### src/rtl/farm_vehicle_sensor_pkg.sv
// Shared definitions for the farm-road vehicle sensor: FSM state encoding,
// the farm_light level that means GREEN, and default parameter values.
package farm_vehicle_sensor_pkg;

    typedef enum logic [1:0] {
        IDLE    = 2'd0,
        WAITING = 2'd1,
        SERVING = 2'd2,
        FAULT   = 2'd3
    } state_t;

    // farm_light is 0 only while the farm road is GREEN
    localparam logic GREEN_LEVEL = 1'b0;

    localparam int DEF_DEBOUNCE_CYCLES = 4;
    localparam int DEF_CNT_W           = 4;
    localparam int DEF_STUCK_CYCLES    = 64;

endpackage

### src/rtl/farm_vehicle_sensor_if.sv
// Detector inputs, controller feedback and queue status of the farm-road
// vehicle sensor. The master side drives the detectors and farm_light;
// the slave side (the sensor) reports queue status.
interface farm_vehicle_sensor_if #(
    parameter int CNT_W = 4
);
    logic             loop_raw;
    logic             exit_raw;
    logic             farm_light;
    logic             car_present;
    logic [CNT_W-1:0] queue_count;
    logic             overflow;
    logic             sensor_fault;

    modport master (
        output loop_raw, exit_raw, farm_light,
        input  car_present, queue_count, overflow, sensor_fault
    );

    modport slave (
        input  loop_raw, exit_raw, farm_light,
        output car_present, queue_count, overflow, sensor_fault
    );
endinterface

### src/rtl/farm_vehicle_sensor_debounce.sv
// Conditions one raw detector: two-flop synchronizer, debounce counter that
// flips the stable level after DEBOUNCE_CYCLES consecutive disagreeing edges,
// and a one-cycle pulse in the cycle after the stable level rises.
module sensor_debounce #(
    parameter int DEBOUNCE_CYCLES = 4
) (
    input  logic clk,
    input  logic reset,
    input  logic raw,
    output logic level,
    output logic rise
);
    localparam logic [3:0] LAST = 4'(DEBOUNCE_CYCLES - 1);

    logic       sync_p0;
    logic       sync_p1;
    logic [3:0] cnt;

    // Bring the asynchronous detector into the clock domain
    always_ff @(posedge clk or posedge reset) begin
        if (reset) begin
            sync_p0 <= 1'b0;
            sync_p1 <= 1'b0;
        end else begin
            sync_p0 <= raw;
            sync_p1 <= sync_p0;
        end
    end

    // Count consecutive disagreements; flip the level on the last one and
    // flag a rising flip so the event is visible in the following cycle
    always_ff @(posedge clk or posedge reset) begin
        if (reset) begin
            cnt   <= 4'd0;
            level <= 1'b0;
            rise  <= 1'b0;
        end else begin
            rise <= 1'b0;
            if (sync_p1 != level) begin
                if (cnt == LAST) begin
                    level <= sync_p1;
                    rise  <= sync_p1;
                    cnt   <= 4'd0;
                end else begin
                    cnt <= cnt + 4'd1;
                end
            end else begin
                cnt <= 4'd0;
            end
        end
    end

endmodule

### src/rtl/farm_vehicle_sensor.sv
// Farm-road vehicle detection front end: debounces arrival/exit detectors,
// tracks the number of queued farm cars and drives car_present for the
// light controller, with a sticky fail-safe recall when the loop sticks.
module farm_vehicle_sensor
    import farm_vehicle_sensor_pkg::*;
#(
    parameter int DEBOUNCE_CYCLES = DEF_DEBOUNCE_CYCLES,
    parameter int CNT_W           = DEF_CNT_W,
    parameter int STUCK_CYCLES    = DEF_STUCK_CYCLES
) (
    input logic            clk,
    input logic            reset,
    farm_vehicle_sensor_if.slave bus
);
    localparam logic [CNT_W-1:0] COUNT_MAX = '1;
    localparam int               STUCK_W   = $clog2(STUCK_CYCLES + 1);
    localparam logic [STUCK_W-1:0] STUCK_LAST = STUCK_W'(STUCK_CYCLES - 1);

    logic loop_level, loop_rise;
    logic exit_level, exit_rise;
    logic green, arrival, departure;
    logic stuck_hit, ovf_set;

    logic [STUCK_W-1:0] stuck_cnt;
    logic [CNT_W-1:0]   count_q, count_next;
    state_t             state_q, state_next;
    logic               car_q, ovf_q, fault_q;

    sensor_debounce #(.DEBOUNCE_CYCLES(DEBOUNCE_CYCLES)) u_loop (
        .clk   (clk),
        .reset (reset),
        .raw   (bus.loop_raw),
        .level (loop_level),
        .rise  (loop_rise)
    );

    sensor_debounce #(.DEBOUNCE_CYCLES(DEBOUNCE_CYCLES)) u_exit (
        .clk   (clk),
        .reset (reset),
        .raw   (bus.exit_raw),
        .level (exit_level),
        .rise  (exit_rise)
    );

    assign green     = (bus.farm_light == GREEN_LEVEL);
    assign arrival   = loop_rise;
    // An exit seen while the farm road is red is not a real departure
    assign departure = exit_rise & exit_level & green;
    assign stuck_hit = loop_level & green & (stuck_cnt == STUCK_LAST);

    // Count edges of continuous loop occupancy during green
    always_ff @(posedge clk or posedge reset) begin
        if (reset) begin
            stuck_cnt <= '0;
        end else if (loop_level && green) begin
            if (stuck_cnt != STUCK_LAST) begin
                stuck_cnt <= stuck_cnt + STUCK_W'(1);
            end
        end else begin
            stuck_cnt <= '0;
        end
    end

    // Queue update: simultaneous arrival and departure cancel out
    always_comb begin
        count_next = count_q;
        ovf_set    = 1'b0;
        unique case ({arrival, departure})
            2'b10: begin
                if (count_q == COUNT_MAX) ovf_set = 1'b1;
                else                      count_next = count_q + CNT_W'(1);
            end
            2'b01: begin
                if (count_q != '0) count_next = count_q - CNT_W'(1);
            end
            default: count_next = count_q;
        endcase
    end

    // Next-state selection; a stuck loop overrides everything
    always_comb begin
        state_next = state_q;
        if (stuck_hit) begin
            state_next = FAULT;
        end else begin
            unique case (state_q)
                IDLE:    if (count_next != '0) state_next = WAITING;
                WAITING: if (count_next == '0) state_next = IDLE;
                         else if (green)       state_next = SERVING;
                SERVING: if (count_next == '0) state_next = IDLE;
                         else if (!green)      state_next = WAITING;
                FAULT:   state_next = FAULT;
                default: state_next = IDLE;
            endcase
        end
    end

    // State, queue count and registered status outputs
    always_ff @(posedge clk or posedge reset) begin
        if (reset) begin
            state_q <= IDLE;
            count_q <= '0;
            car_q   <= 1'b0;
            ovf_q   <= 1'b0;
            fault_q <= 1'b0;
        end else begin
            state_q <= state_next;
            count_q <= count_next;
            car_q   <= (state_next != IDLE);
            ovf_q   <= ovf_q | ovf_set;
            fault_q <= fault_q | stuck_hit;
        end
    end

    assign bus.car_present  = car_q;
    assign bus.queue_count  = count_q;
    assign bus.overflow     = ovf_q;
    assign bus.sensor_fault = fault_q;

endmodule

### src/flat_wrapper.sv
// flat-port wrapper written by rule: the top's interface ports become plain ports
module farm_vehicle_sensor_flat import farm_vehicle_sensor_pkg::*;
#(
    parameter int DEBOUNCE_CYCLES = DEF_DEBOUNCE_CYCLES,
    parameter int CNT_W           = DEF_CNT_W,
    parameter int STUCK_CYCLES    = DEF_STUCK_CYCLES
)
  (clk, reset, bus_loop_raw, bus_exit_raw, bus_farm_light, bus_car_present, bus_queue_count, bus_overflow, bus_sensor_fault);
  farm_vehicle_sensor_if #(.CNT_W(CNT_W)) bus_i ();
  input logic clk;
  input logic reset;
  input wire logic [$bits(bus_i.loop_raw)-1:0] bus_loop_raw;
  input wire logic [$bits(bus_i.exit_raw)-1:0] bus_exit_raw;
  input wire logic [$bits(bus_i.farm_light)-1:0] bus_farm_light;
  output wire logic [$bits(bus_i.car_present)-1:0] bus_car_present;
  output wire logic [$bits(bus_i.queue_count)-1:0] bus_queue_count;
  output wire logic [$bits(bus_i.overflow)-1:0] bus_overflow;
  output wire logic [$bits(bus_i.sensor_fault)-1:0] bus_sensor_fault;
  assign bus_i.loop_raw = bus_loop_raw;
  assign bus_i.exit_raw = bus_exit_raw;
  assign bus_i.farm_light = bus_farm_light;
  assign bus_car_present = bus_i.car_present;
  assign bus_queue_count = bus_i.queue_count;
  assign bus_overflow = bus_i.overflow;
  assign bus_sensor_fault = bus_i.sensor_fault;
  farm_vehicle_sensor #(.DEBOUNCE_CYCLES(DEBOUNCE_CYCLES), .CNT_W(CNT_W), .STUCK_CYCLES(STUCK_CYCLES)) u_core (.clk(clk), .reset(reset), .bus(bus_i));
endmodule
### config.mk
export PLATFORM = sky130hd
export DESIGN_NAME = farm_vehicle_sensor_flat
export DESIGN_NICKNAME = d
export VERILOG_FILES = /design/src/rtl/farm_vehicle_sensor_pkg.sv /design/src/rtl/farm_vehicle_sensor_if.sv /design/src/rtl/farm_vehicle_sensor_debounce.sv /design/src/rtl/farm_vehicle_sensor.sv /design/src/flat_wrapper.sv
export SDC_FILE = /design/constraint.sdc
export NUM_CORES = 1
export LEC_CHECK = 0
export BUFFER_PORTS_ARGS = -buffer_cell sky130_fd_sc_hd__buf_2
export CAP_MARGIN = 0
export CORE_MARGIN = 1
export CORE_UTILIZATION = 40
export CTS_CLUSTER_SIZE = 20
export DETAILED_ROUTE_END_ITERATION = 8
export PLACE_DENSITY = 0.64
export SLEW_MARGIN = 20
export SYNTH_ARGS = -nofsm -noshare
export SYNTH_HDL_FRONTEND = slang
export SYNTH_HIERARCHICAL = 1
export SYNTH_SLANG_ARGS = --single-unit
### constraint.sdc
create_clock -name clk -period 6.4 [get_ports clk]
set_input_delay 1.28 -clock clk [delete_from_list [all_inputs] [get_ports clk]]
set_output_delay 1.28 -clock clk [all_outputs]
set_load 0.005 [all_outputs]
Yosys cells after proc, flatten, opt, wreduce, memory -nomap -nowiden
Cells that the tools add are included.
{ "word_totals": {"reg_bits": 32, "output_inout_bits": 7, "inputBits": 5, "elab_cells": 71} }
{ "classes": {"mux": 22, "eq_ne": 13, "bitwise": 7, "n_addsub": 5, "n_reduce_logical": 8} }
{ "op_table": {"columns": ["op", "n"], "rows": [
  ["4-bit 2-to-1 mux", 6],
  ["7-bit 2-to-1 mux", 2],
  ["4-bit by 1-bit adder with 4-bit output, second input constant", 3],
  ["2-bit 2-to-1 mux", 6],
  ["4-bit by 2-bit == test with 1-bit output, second input constant", 2],
  ["2-bit one-hot mux with 4 select lines", 1],
  ["4-bit one-hot mux with 2 select lines", 1],
  ["4-bit nonzero test", 2],
  ["7-bit by 1-bit adder with 7-bit output, second input constant", 1],
  ["7-bit by 6-bit == test with 1-bit output, second input constant", 1],
  ["7-bit by 6-bit != test with 1-bit output, second input constant", 1],
  ["2-bit == test, second input constant", 3],
  ["1-bit 2-to-1 mux", 6],
  ["1-bit AND", 4],
  ["2-bit by 1-bit == test with 1-bit output, second input constant", 2],
  ["4-bit == test, second input constant", 1],
  ["4-bit logical NOT", 1],
  ["2-bit AND reduction", 2],
  ["4-bit by 1-bit subtractor with 4-bit output, second input constant", 1],
  ["2-bit logical NOT", 1],
  ["1-bit != test", 2],
  ["2-bit != test, second input constant", 1],
  ["1-bit bitwise OR", 2],
  ["2-bit nonzero test", 1],
  ["other kinds (2)", 2]
]} }

Depth between registers and ports, before layout
Gate-level depths: netlist (run 1).
{ "logic_depth": {"word_depth": 9, "depth_mapped": 10, "mapped_depth_nobuf": 9} }

Cells and area by module
The synthesis (run 1) kept the hierarchy.
{ "modules_own_cells": {"columns": ["module", "area_each_um2", "cells_per_inst", "n_inst", "seq_area_each_um2"], "rows": [
  ["farm_vehicle_sensor", 932.1, 100, 1, 400.4],
  ["sensor_debounce", 319.1, 23, 2, 200.2]
]} }

Least setup slack after synthesis (run 1)
No wires, ideal clock.
{ "synth_timing": {"kind": "input port to flip-flop", "startpoint": "input port bus_farm_light", "endpoint": "register u_core.state_q[0]", "stages": 8, "setup_slack_ns": 3.282, "t_arrival_ns": 2.975, "n_path_buf": 1, "setup_time_ns": 0.143, "required_ns": 6.257, "cell_sequence": "or2_2 inv_1 ha_1 clkbuf_1 a221o_1 a211o_1 nor4_4 a21oi_1"} }
{ "synth_between": {"elab_chain_cells": 8, "elab_cells_between_ends": 16, "cone_classes": "eq/ne: 2; mux: 8; bitwise: 4; reduce/logical: 2"} }
{ "synth_lines": {"columns": ["item", "line", "rtl"], "rows": [
  ["start, declared", "flat_wrapper.sv:14", "input wire logic [$bits(bus_i.farm_light)-1:0] bus_farm_light;"],
  ["1-bit inverter *", "farm_vehicle_sensor.sv:45", "assign green = (bus.farm_light == GREEN_LEVEL);"],
  ["1-bit AND *", "farm_vehicle_sensor.sv:48", "assign departure = exit_rise & exit_level & green;"],
  ["2-bit by 1-bit == test with 1-bit output / 2-bit == test (equally long branches)", "farm_vehicle_sensor.sv:68", "unique case ({arrival, departure})"],
  ["4-bit one-hot mux with 2 select lines *", "farm_vehicle_sensor.sv:68", null],
  ["via u_core.count_next[1]", "farm_vehicle_sensor.sv:25", "logic [CNT_W-1:0] count_q, count_next;"],
  ["4-bit logical NOT / 4-bit nonzero test (equally long branches)", "farm_vehicle_sensor.sv:88, farm_vehicle_sensor.sv:90, farm_vehicle_sensor.sv:87", null],
  ["2-bit 2-to-1 mux, on equally long branches", "farm_vehicle_sensor.sv:90, farm_vehicle_sensor.sv:87, farm_vehicle_sensor.sv:88", null],
  ["2-bit one-hot mux with 4 select lines *", "farm_vehicle_sensor.sv:86", "unique case (state_q)"],
  ["2-bit 2-to-1 mux *", "farm_vehicle_sensor.sv:83", "if (stuck_hit) begin"],
  ["via u_core.state_next[0]", "farm_vehicle_sensor.sv:26", "state_t state_q, state_next;"],
  ["end signal, assigned", "farm_vehicle_sensor.sv:107", "state_q <= state_next;"],
  ["end, declared", "farm_vehicle_sensor.sv:26", null]
]} }
The timed path passes the listed nets; every way through them passes the cells marked *.
A chain may end at the register's enable or synchronous reset.

Worst setup path after layout (run 1)
{ "layout_timing": {"startpoint": "input port bus_farm_light", "endpoint": "register u_core.state_q[1]"} }
Same word-level chain as after synthesis.

==> flow_summary.yaml, run 1 <==
sta:
  final.period_utilization_pct: 46.86
  rsz0062_at_grt: "no"
  drv_slew: 0
  setup_viol: 0
  worstMarginPinSlew_ns: 0.6123
  setup-tns-final_ns: 0
  relSlewSlack_pct: 59.13
  hold_ws_ns: 0.3504
  finClkSkew_ns: 0.001901
  hold_viol: 0
  fmax_mhz: 333.5
  min_period_ns: 2.999
  worst_slack_ns: 3.401
run_status:
  status: "completed"
logic_synthesis:
  synth_seq_cells: 32
  synth_top_area_share_pct: 51.00
  ys_top_cells_by_count: "dfrtp_1, inv_1, nor2_1, a21oi_1"
  synth_top_cell_by_area: "dfrtp_1"
  dominantRegCellSynth: "dfrtp_1"
  synthDistinctLibCells: 41
  ys_top_cells_by_area: "dfrtp_1, ha_1, a21oi_1, inv_1, nor2_1"
  yosysSeqAreaShare_pct: 51.00
  yosys_warnings: 6
  synth_edf_count: 0
  yosysMostFrequentCell: "dfrtp_1"
  avgSynthCellArea_um2: 10.76
  synthesis.instances: 146
  ys_async_sr_fraction_pct: 100.0
  synth.cell_area_um2: 1570
  syn_nets: 158
setup_path:
  critPathLaunchType: "input pin"
  crit_start: "bus_farm_light"
  critical_path_class: "input pin to register"
  r2r_start: "u_core/u_exit/level$_DFFE_PP0P_"
  crit_end: "u_core/state_q[1]$_DFF_PP0_"
  timing.rr.end: "u_core/state_q[1]$_DFF_PP0_"
  crit_required_ns: 6.54
  reg2reg_slack_ns: 4.10
  worstPathMaxFanout: 8
  worstPathArrival_ns: 3.14
  worst_setup_path_end_kind: "register"
  reg2reg_depth: 8
placed_design:
  preCtsSetupSlack_ns: 3.066
  hpwl_um: 1994
  port_buffers: 11
  finalWeightedCongestion: 0.7658
clock_network:
  h-tree-depth: 2
  cts_tree: "done"
  clock_latency_ns: 0.28
  clkSinkCount: 32
  cts_buffer_depth: 2
  cts_resized: 0
  ctsHoldBuffers: 0
  cts_setup_buffers: 0
  cts_buffers: 5
  cts.clk_slew.worst_paths_ns: 0.06
  root_buffer: "clkbuf_8"
route:
  vias: 1113
  postRouteAntennaNets: 0
  routed_wl_um: 2643
  viasPerCell: 5.325
  drc_errors: 0
  routedWlPerCell_um: 12.65
  drtPass1Iterations: 4
  drtIter0Drc: 64
grt:
  gr-total-overflow: 0
  grt_pass1_wl_um: 4581
  grt_max_degree: 17
  grt_pass1_vias: 1014
  grt_util_all_layers_pct: 14.87
  antenna_found_initial: 0
power_and_ir_drop:
  cellLeakagePower_nw: 0.8395
  ir_worst_vdd_v: 0.0001644
  pwr_density_cell_nw_per_um2: 318.0
cells_and_area:
  fillers: 332
  synthToLayoutAreaGrowth_pct: 12.19
  nets: 173
  drive_gt1_share_pct: 17.39
  n_antenna_cell: 0
floorplanning:
  die_w_um: 64.66
  io_pins: 12
  core_region_area_um2: 3716
  die-area_um2: 4180
  die_y_um: 64.66
  rows: 22
  initial_core_util_pct: 42.26
flow_run:
  drv_cap: 0
worst_hold_path:
  hold_class: "register to register"
how the worst min path moves through the flow:
| stage | startpoint | end | slack [ns] | cells after the start |
|---|---|---|---|---|
| 2_1_floorplan | u_core/u_exit/sync_p0$_DFF_PP0_ | u_core/u_exit/sync_p1$_DFF_PP0_ | 0.33 | 0 |
| 3_3_place_gp | u_core/u_exit/sync_p0$_DFF_PP0_ | u_core/u_exit/sync_p1$_DFF_PP0_ | 0.33 | 0 |
| 3_5_place_dp | u_core/u_exit/sync_p0$_DFF_PP0_ | u_core/u_exit/sync_p1$_DFF_PP0_ | 0.34 | 0 |
| 4_1_cts | u_core/u_exit/sync_p0$_DFF_PP0_ | u_core/u_exit/sync_p1$_DFF_PP0_ | 0.35 | 0 |
| 5_1_grt | u_core/u_exit/sync_p0$_DFF_PP0_ | u_core/u_exit/sync_p1$_DFF_PP0_ | 0.37 | 0 |
| 6_report | u_core/u_exit/sync_p0$_DFF_PP0_ | u_core/u_exit/sync_p1$_DFF_PP0_ | 0.35 | 0 |
metrics by stage:
step	std cells	total power, mW	utilization, %	area [um^2]
6_report	209	0.5602	47.41	1762
5_1_grt	209	0.5971	47.41	1762
4_1_cts	209	0.5676	47.41	1762
3_5_place_dp	202	0.4019	44.81	1665
3_3_place_gp	202	0.3923	44.81	1665
2_1_floorplan	146	0.3719	-	1570
worst max-delay path, cell delays in order:
cell	delay, ns
buf_2	0.13
or2_2	0.30
inv_1	0.06
ha_1	0.30
a221o_1	0.31
a211o_1	0.34
nor4_4	0.31
a21oi_1	0.11
where the power goes:
group	total [mW]	switching, mW	internal (mW)	leakage, nW
registers	0.270	0.0345	0.235	0.426
clock network	0.164	0.0682	0.0956	0.0503
logic	0.127	0.0650	0.0620	0.363
flip-flops by register name, summed over array words and instances (netlist names):
register	flops
u_core/u_exit/rise	1
u_core/u_exit/sync_p1	1
u_core/u_loop/rise	1
u_core/bus.car_present	1
u_core/u_exit/level	1
u_core/u_loop/sync_p0	1
u_core/u_loop/sync_p1	1
u_core/bus.sensor_fault	1
u_core/u_loop/level	1
u_core/u_loop/cnt	4
u_core/state_q	2
u_core/stuck_cnt	7
u_core/bus.overflow	1
u_core/u_exit/cnt	4
u_core/u_exit/sync_p0	1
u_core/bus.queue_count	4
metal layers:
| metal | global-route usage (%) | vias up | wire, um |
|---|---|---|---|
| met2 | 21.71 | 30 | 1195 |
| met4 | 9.444 | 0 | 76 |
| met5 | 0 | - | 0 |
| met3 | 5.282 | 9 | 127 |
| met1 | 18.61 | 524 | 1243 |
| li1 | - | 550 | - |
cell usage in the layout, fill, tap and decap left out, types with 7 or more instances in the layout:
cell      count
buf_2        11
a21oi_1       9
ha_1          7
nor3_1        7
clkbuf_8      7
nor2_1       12
dfrtp_1      32
nand2_1       7
inv_1        12
cell type report:
class                           count  area, um^2  area share, %
Clock buffer                        7       96.34          5.469
Tap cell                           48       60.06          3.409
Timing Repair Buffer               11       55.05          3.125
Sequential cell                    32       800.8          45.45
Multi-Input combinational cell     99       704.4          39.99
Inverter                           12       45.04          2.557
kinds of logic after synthesis:
family	share of synthesized area (%)
simple gates	23.74
flops	51.00
compound gates	10.12
buf+inv	4.143
fa+ha+maj	5.577
xor+xnor	3.347
mux	2.072
No activity file was read; power rests on OpenSTA's default activity.
==> run 2, diff against run 1 <==
- PLACE_DENSITY: 0.64 -> 0.66
- clock period: 6.4 -> 2.5 ns (I/O delays scaled with it)
==> flow_summary.yaml, run 2 (synthesized netlist as in run 1, its figures left out) <==
sta:
  worstMarginPinSlew_ns: 0.6157
  hold_viol: 0
  fmax_mhz: 442.8
  drv_slew: 0
  setup_viol: 0
  relSlewSlack_pct: 58.91
  setup-tns-final_ns: 0
  final.period_utilization_pct: 90.34
  hold_ws_ns: 0.1665
  finClkSkew_ns: 0.004717
  rsz0062_at_grt: "no"
  min_period_ns: 2.259
power_and_ir_drop:
  cellLeakagePower_nw: 0.8579
  pwr_density_cell_nw_per_um2: 864.2
  p_total_mw: 1.555
  ir_worst_vdd_v: 0.0003571
cells_and_area:
  drive_gt1_share_pct: 18.40
  layout_commonest_cell: "dfrtp_1"
  largest-register: "u_core/stuck_cnt"
  nets: 174
  multi_input_area_um2: 704.4
  layout.cells.most_common_list: "dfrtp_1, nor2_1, inv_1"
  fillers: 345
  largest_reg_flops: 7
  n_antenna_cell: 0
  seqCellArea_um2: 800.8
  synthToLayoutAreaGrowth_pct: 14.58
  postLayoutCoreUtil_pct: 48.42
clock_network:
  clkSinkCount: 32
  clock_latency_ns: 0.29
  cts.clk_slew.worst_paths_ns: 0.06
  ctsHoldBuffers: 0
  root_buffer: "clkbuf_8"
  cts_setup_buffers: 0
  cts_resized: 0
  h-tree-depth: 2
  cts_tree: "done"
  cts_buffers: 5
  cts_buffer_depth: 2
route:
  drtPass1Iterations: 4
  routedWlPerCell_um: 13.22
  vias: 1125
  drc_errors: 0
  drtIter0Drc: 94
  routed_wl_um: 2789
  viasPerCell: 5.332
  postRouteAntennaNets: 0
setup_path:
  worstPathMaxFanout: 6
  worstPathArrival_ns: 2.40
  r2r_start: "u_core/u_exit/level$_DFFE_PP0P_"
  critPathLaunchType: "register"
  worst_setup_path_end_kind: "register"
  critical_path_class: "register to register"
  reg2reg_slack_ns: 0.24
  crit_required_ns: 2.64
  crit_start: "u_core/u_exit/level$_DFFE_PP0P_"
placed_design:
  hpwl_um: 2086
  port_buffers: 11
  finalWeightedCongestion: 0.8293
grt:
  antenna_found_initial: 0
  grt_pass1_vias: 1131
  grt_pass1_wl_um: 5002
  gr-total-overflow: 0
  grt_max_degree: 17
  grt_util_all_layers_pct: 15.99
floorplanning:
  die_y_um: 64.66
  initial_core_util_pct: 42.26
  rows: 22
  die-area_um2: 4180
  core_region_area_um2: 3716
  io_pins: 12
  die_w_um: 64.66
worst_hold_path:
  hold_class: "input pin to async pin"
flow_run:
  drv_cap: 0
run_status:
  status: "completed"
## run 2: cell types whose count changed in the layout (fill, tap and decap cells not counted), sizes merged
| cell | before | now |
|---|---|---|
| buf | 11 | 12 |
| bufinv | 0 | 1 |
## run 2: path summary, 6_finish.rpt
check,end,cells after the start
worst max register to register,u_core/state_q[0]$_DFF_PP0_,8
worst min-delay path,u_core/u_exit/sync_p0$_DFF_PP0_,2
worst min register to register,u_core/u_loop/sync_p1$_DFF_PP0_,0
max in group asynchronous,u_core/bus.overflow$_DFF_PP0_,2
worst max-delay path,u_core/state_q[0]$_DFF_PP0_,8
min in group clk,u_core/u_loop/sync_p0$_DFF_PP0_,1
## run 2: stage by stage
| step | area [um^2] | setup WS [ns] | cells |
|---|---|---|---|
| after CTS | 1799 | 0.1894 | 211 |
| after global placement | 1673 | 0.08087 | 203 |
| after detailed placement | 1673 | -0.007545 | 203 |
| after floorplan | 1570 | 0.1620 | 146 |
| final | 1799 | 0.2414 | 211 |
| after global routing | 1799 | 0.04843 | 211 |
## run 2: worst max-delay path, cell delays in order (launching register included)
cell,delay (ns)
dfrtp_1,0.38
nand2_1,0.07
or2_2,0.28
ha_1,0.25
nor4b_1,0.29
o22ai_1,0.14
a22o_1,0.26
nor4_4,0.32
a21oi_1,0.11
## run 2: cell type report
class / instances / share of cell area [%]
tap: 48 / 3.338
timing repair buffer: 12 / 3.477
multi-input combinational: 99 / 39.15
clock buffer: 7 / 5.355
inverter: 12 / 2.503
clock inverter: 1 / 1.669
sequential: 32 / 44.51
## run 2: per-layer routing
layer	wire length [um]	vias up	global-route usage (%)
li1	-	541	-
met3	129	5	5.282
met4	58	0	7.500
met2	1333	25	25.66
met5	0	-	0
met1	1267	554	19.30
## run 2: where the power goes
group | leakage, nW | internal (mW) | switching (mW)
clock network | 0.0645 | 0.351 | 0.184
registers | 0.426 | 0.601 | 0.0912
logic | 0.368 | 0.161 | 0.166
total | 0.858 | 1.11 | 0.441
==> run 3, diff against run 2 <==
- RECOVER_POWER: unset -> 25
==> flow_summary.yaml, run 3 (synthesized netlist as in run 1, its figures left out) <==
grt:
  antenna_found_initial: 0
  gr-total-overflow: 0
  grt_util_all_layers_pct: 15.99
  grt_pass1_vias: 1131
  grt_pass1_wl_um: 5002
  grt_max_degree: 17
route:
  drtIter0Drc: 98
  viasPerCell: 5.336
  drtPass1Iterations: 4
  routed_wl_um: 2787
  vias: 1126
  drc_errors: 0
  postRouteAntennaNets: 0
  routedWlPerCell_um: 13.21
power_and_ir_drop:
  pwr-share-clk_pct: 34.5
  power.internal_mw: 1.113
  ir_worst_vdd_v: 0.0003565
  p_switching_mw: 0.4409
  swShare_pct: 28.37
  seq_power_share_pct: 44.5
  p_total_mw: 1.554
  cellLeakagePower_nw: 0.8551
  pwr_density_cell_nw_per_um2: 864.5
  power_frac_comb_pct: 21.0
setup_path:
  worstPathArrival_ns: 2.40
  critPathLaunchType: "register"
  critical-path-top-delay-family: "simple AND/OR/NAND/NOR gates"
  crit_required_ns: 2.64
  slowest_delay_ns: 0.38
  crit_buf_inv: 0
  worst_setup_path_end_kind: "register"
  worstPathMaxFanout: 6
  path_cells: "nand2_1, or2_2, ha_1, nor4b_1, o22ai_1, a22o_1, nor4_4, a21oi_1"
  slowest_stage: "dfrtp_1"
  critical_path_class: "register to register"
sta:
  setup_viol: 0
  final.period_utilization_pct: 90.35
  min_period_ns: 2.259
  fmax_mhz: 442.7
  worst_slack_ns: 0.2413
  worstMarginPinSlew_ns: 0.6158
  hold_viol: 0
  finClkSkew_ns: 0.004717
  drv_slew: 0
  rsz0062_at_grt: "no"
  relSlewSlack_pct: 58.90
  hold_ws_ns: 0.1580
  setup-tns-final_ns: 0
cells_and_area:
  synthToLayoutAreaGrowth_pct: 14.50
  layout.cells.most_common_list: "dfrtp_1, nor2_1, inv_1"
  seqCellArea_um2: 800.8
  largest_reg_flops: 7
  n_antenna_cell: 0
  drive_gt1_share_pct: 17.79
  largest-register: "u_core/stuck_cnt"
  nets: 174
  multi_input_area_um2: 704.4
  postLayoutCoreUtil_pct: 48.38
  instances_no_fill: 211
  fillers: 346
  final_area_um2: 1798
  layout_commonest_cell: "dfrtp_1"
clock_network:
  cts_buffers: 5
  root_buffer: "clkbuf_8"
  clkSinkCount: 32
  ctsHoldBuffers: 0
  clock_latency_ns: 0.29
  cts_resized: 0
  cts_setup_buffers: 0
  cts.clk_slew.worst_paths_ns: 0.06
  cts_tree: "done"
  cts_buffer_depth: 2
  h-tree-depth: 2
worst_hold_path:
  hold_class: "input pin to async pin"
floorplanning:
  die-area_um2: 4180
  die_w_um: 64.66
  io_pins: 12
  rows: 22
  initial_core_util_pct: 42.26
  core_region_area_um2: 3716
  die_y_um: 64.66
placed_design:
  placed_cell_area_um2: 1673
  hpwl_um: 2086
  finalWeightedCongestion: 0.8293
  post-place-cells: 203
  port_buffers: 11
  preCtsSetupSlack_ns: -0.007545
run_status:
  status: "completed"
flow_run:
  drv_cap: 0
## run 3: layer usage
metal / share of wire [%] / track usage (%) / wire length (um) / vias to the layer above
li1: - / - / - / 541
met1: 45 / 19.30 / 1257 / 554
met2: 48 / 25.66 / 1334 / 26
met3: 4.9 / 5.282 / 137 / 5
met4: 2.1 / 7.500 / 58 / 0
met5: 0 / 0 / 0 / -
## run 3: worst register-to-register path, cell delays in order (launching register included)
cell	delay [ns]
dfrtp_1	0.38
nand2_1	0.07
or2_2	0.28
ha_1	0.25
nor4b_1	0.29
o22ai_1	0.14
a22o_1	0.26
nor4_4	0.32
a21oi_1	0.11
## run 3: final timing paths
path	depth (start not counted)	end	slack, ns	startpoint
worst min register to register	0	u_core/u_loop/sync_p1$_DFF_PP0_	0.36	u_core/u_loop/sync_p0$_DFF_PP0_
min in group clk	1	u_core/u_loop/sync_p0$_DFF_PP0_	0.31	bus_loop_raw
worst min-delay path	2	u_core/u_exit/sync_p0$_DFF_PP0_	0.16	reset
worst max-delay path	8	u_core/state_q[0]$_DFF_PP0_	0.24	u_core/u_exit/level$_DFFE_PP0P_
worst max register to register	8	u_core/state_q[0]$_DFF_PP0_	0.24	u_core/u_exit/level$_DFFE_PP0P_
max in group asynchronous	2	u_core/bus.overflow$_DFF_PP0_	1.81	reset
## run 3: layout make-up
cell class | count | area share, %
sequential | 32 | 44.54
multi-input combinational | 99 | 39.18
clock buffer | 7 | 5.358
timing repair buffer | 12 | 3.410
tap | 48 | 3.340
inverter | 12 | 2.505
clock inverter | 1 | 1.670
## run 3: power groups by stage
stage	logic, mW	registers, mW	clock network [mW]
6_report	0.326	0.692	0.536
5_1_grt	0.377	0.707	0.574
4_1_cts	0.332	0.693	0.549
3_5_place_dp	0.332	0.702	0
3_3_place_gp	0.314	0.693	0
2_1_floorplan	0.285	0.667	0
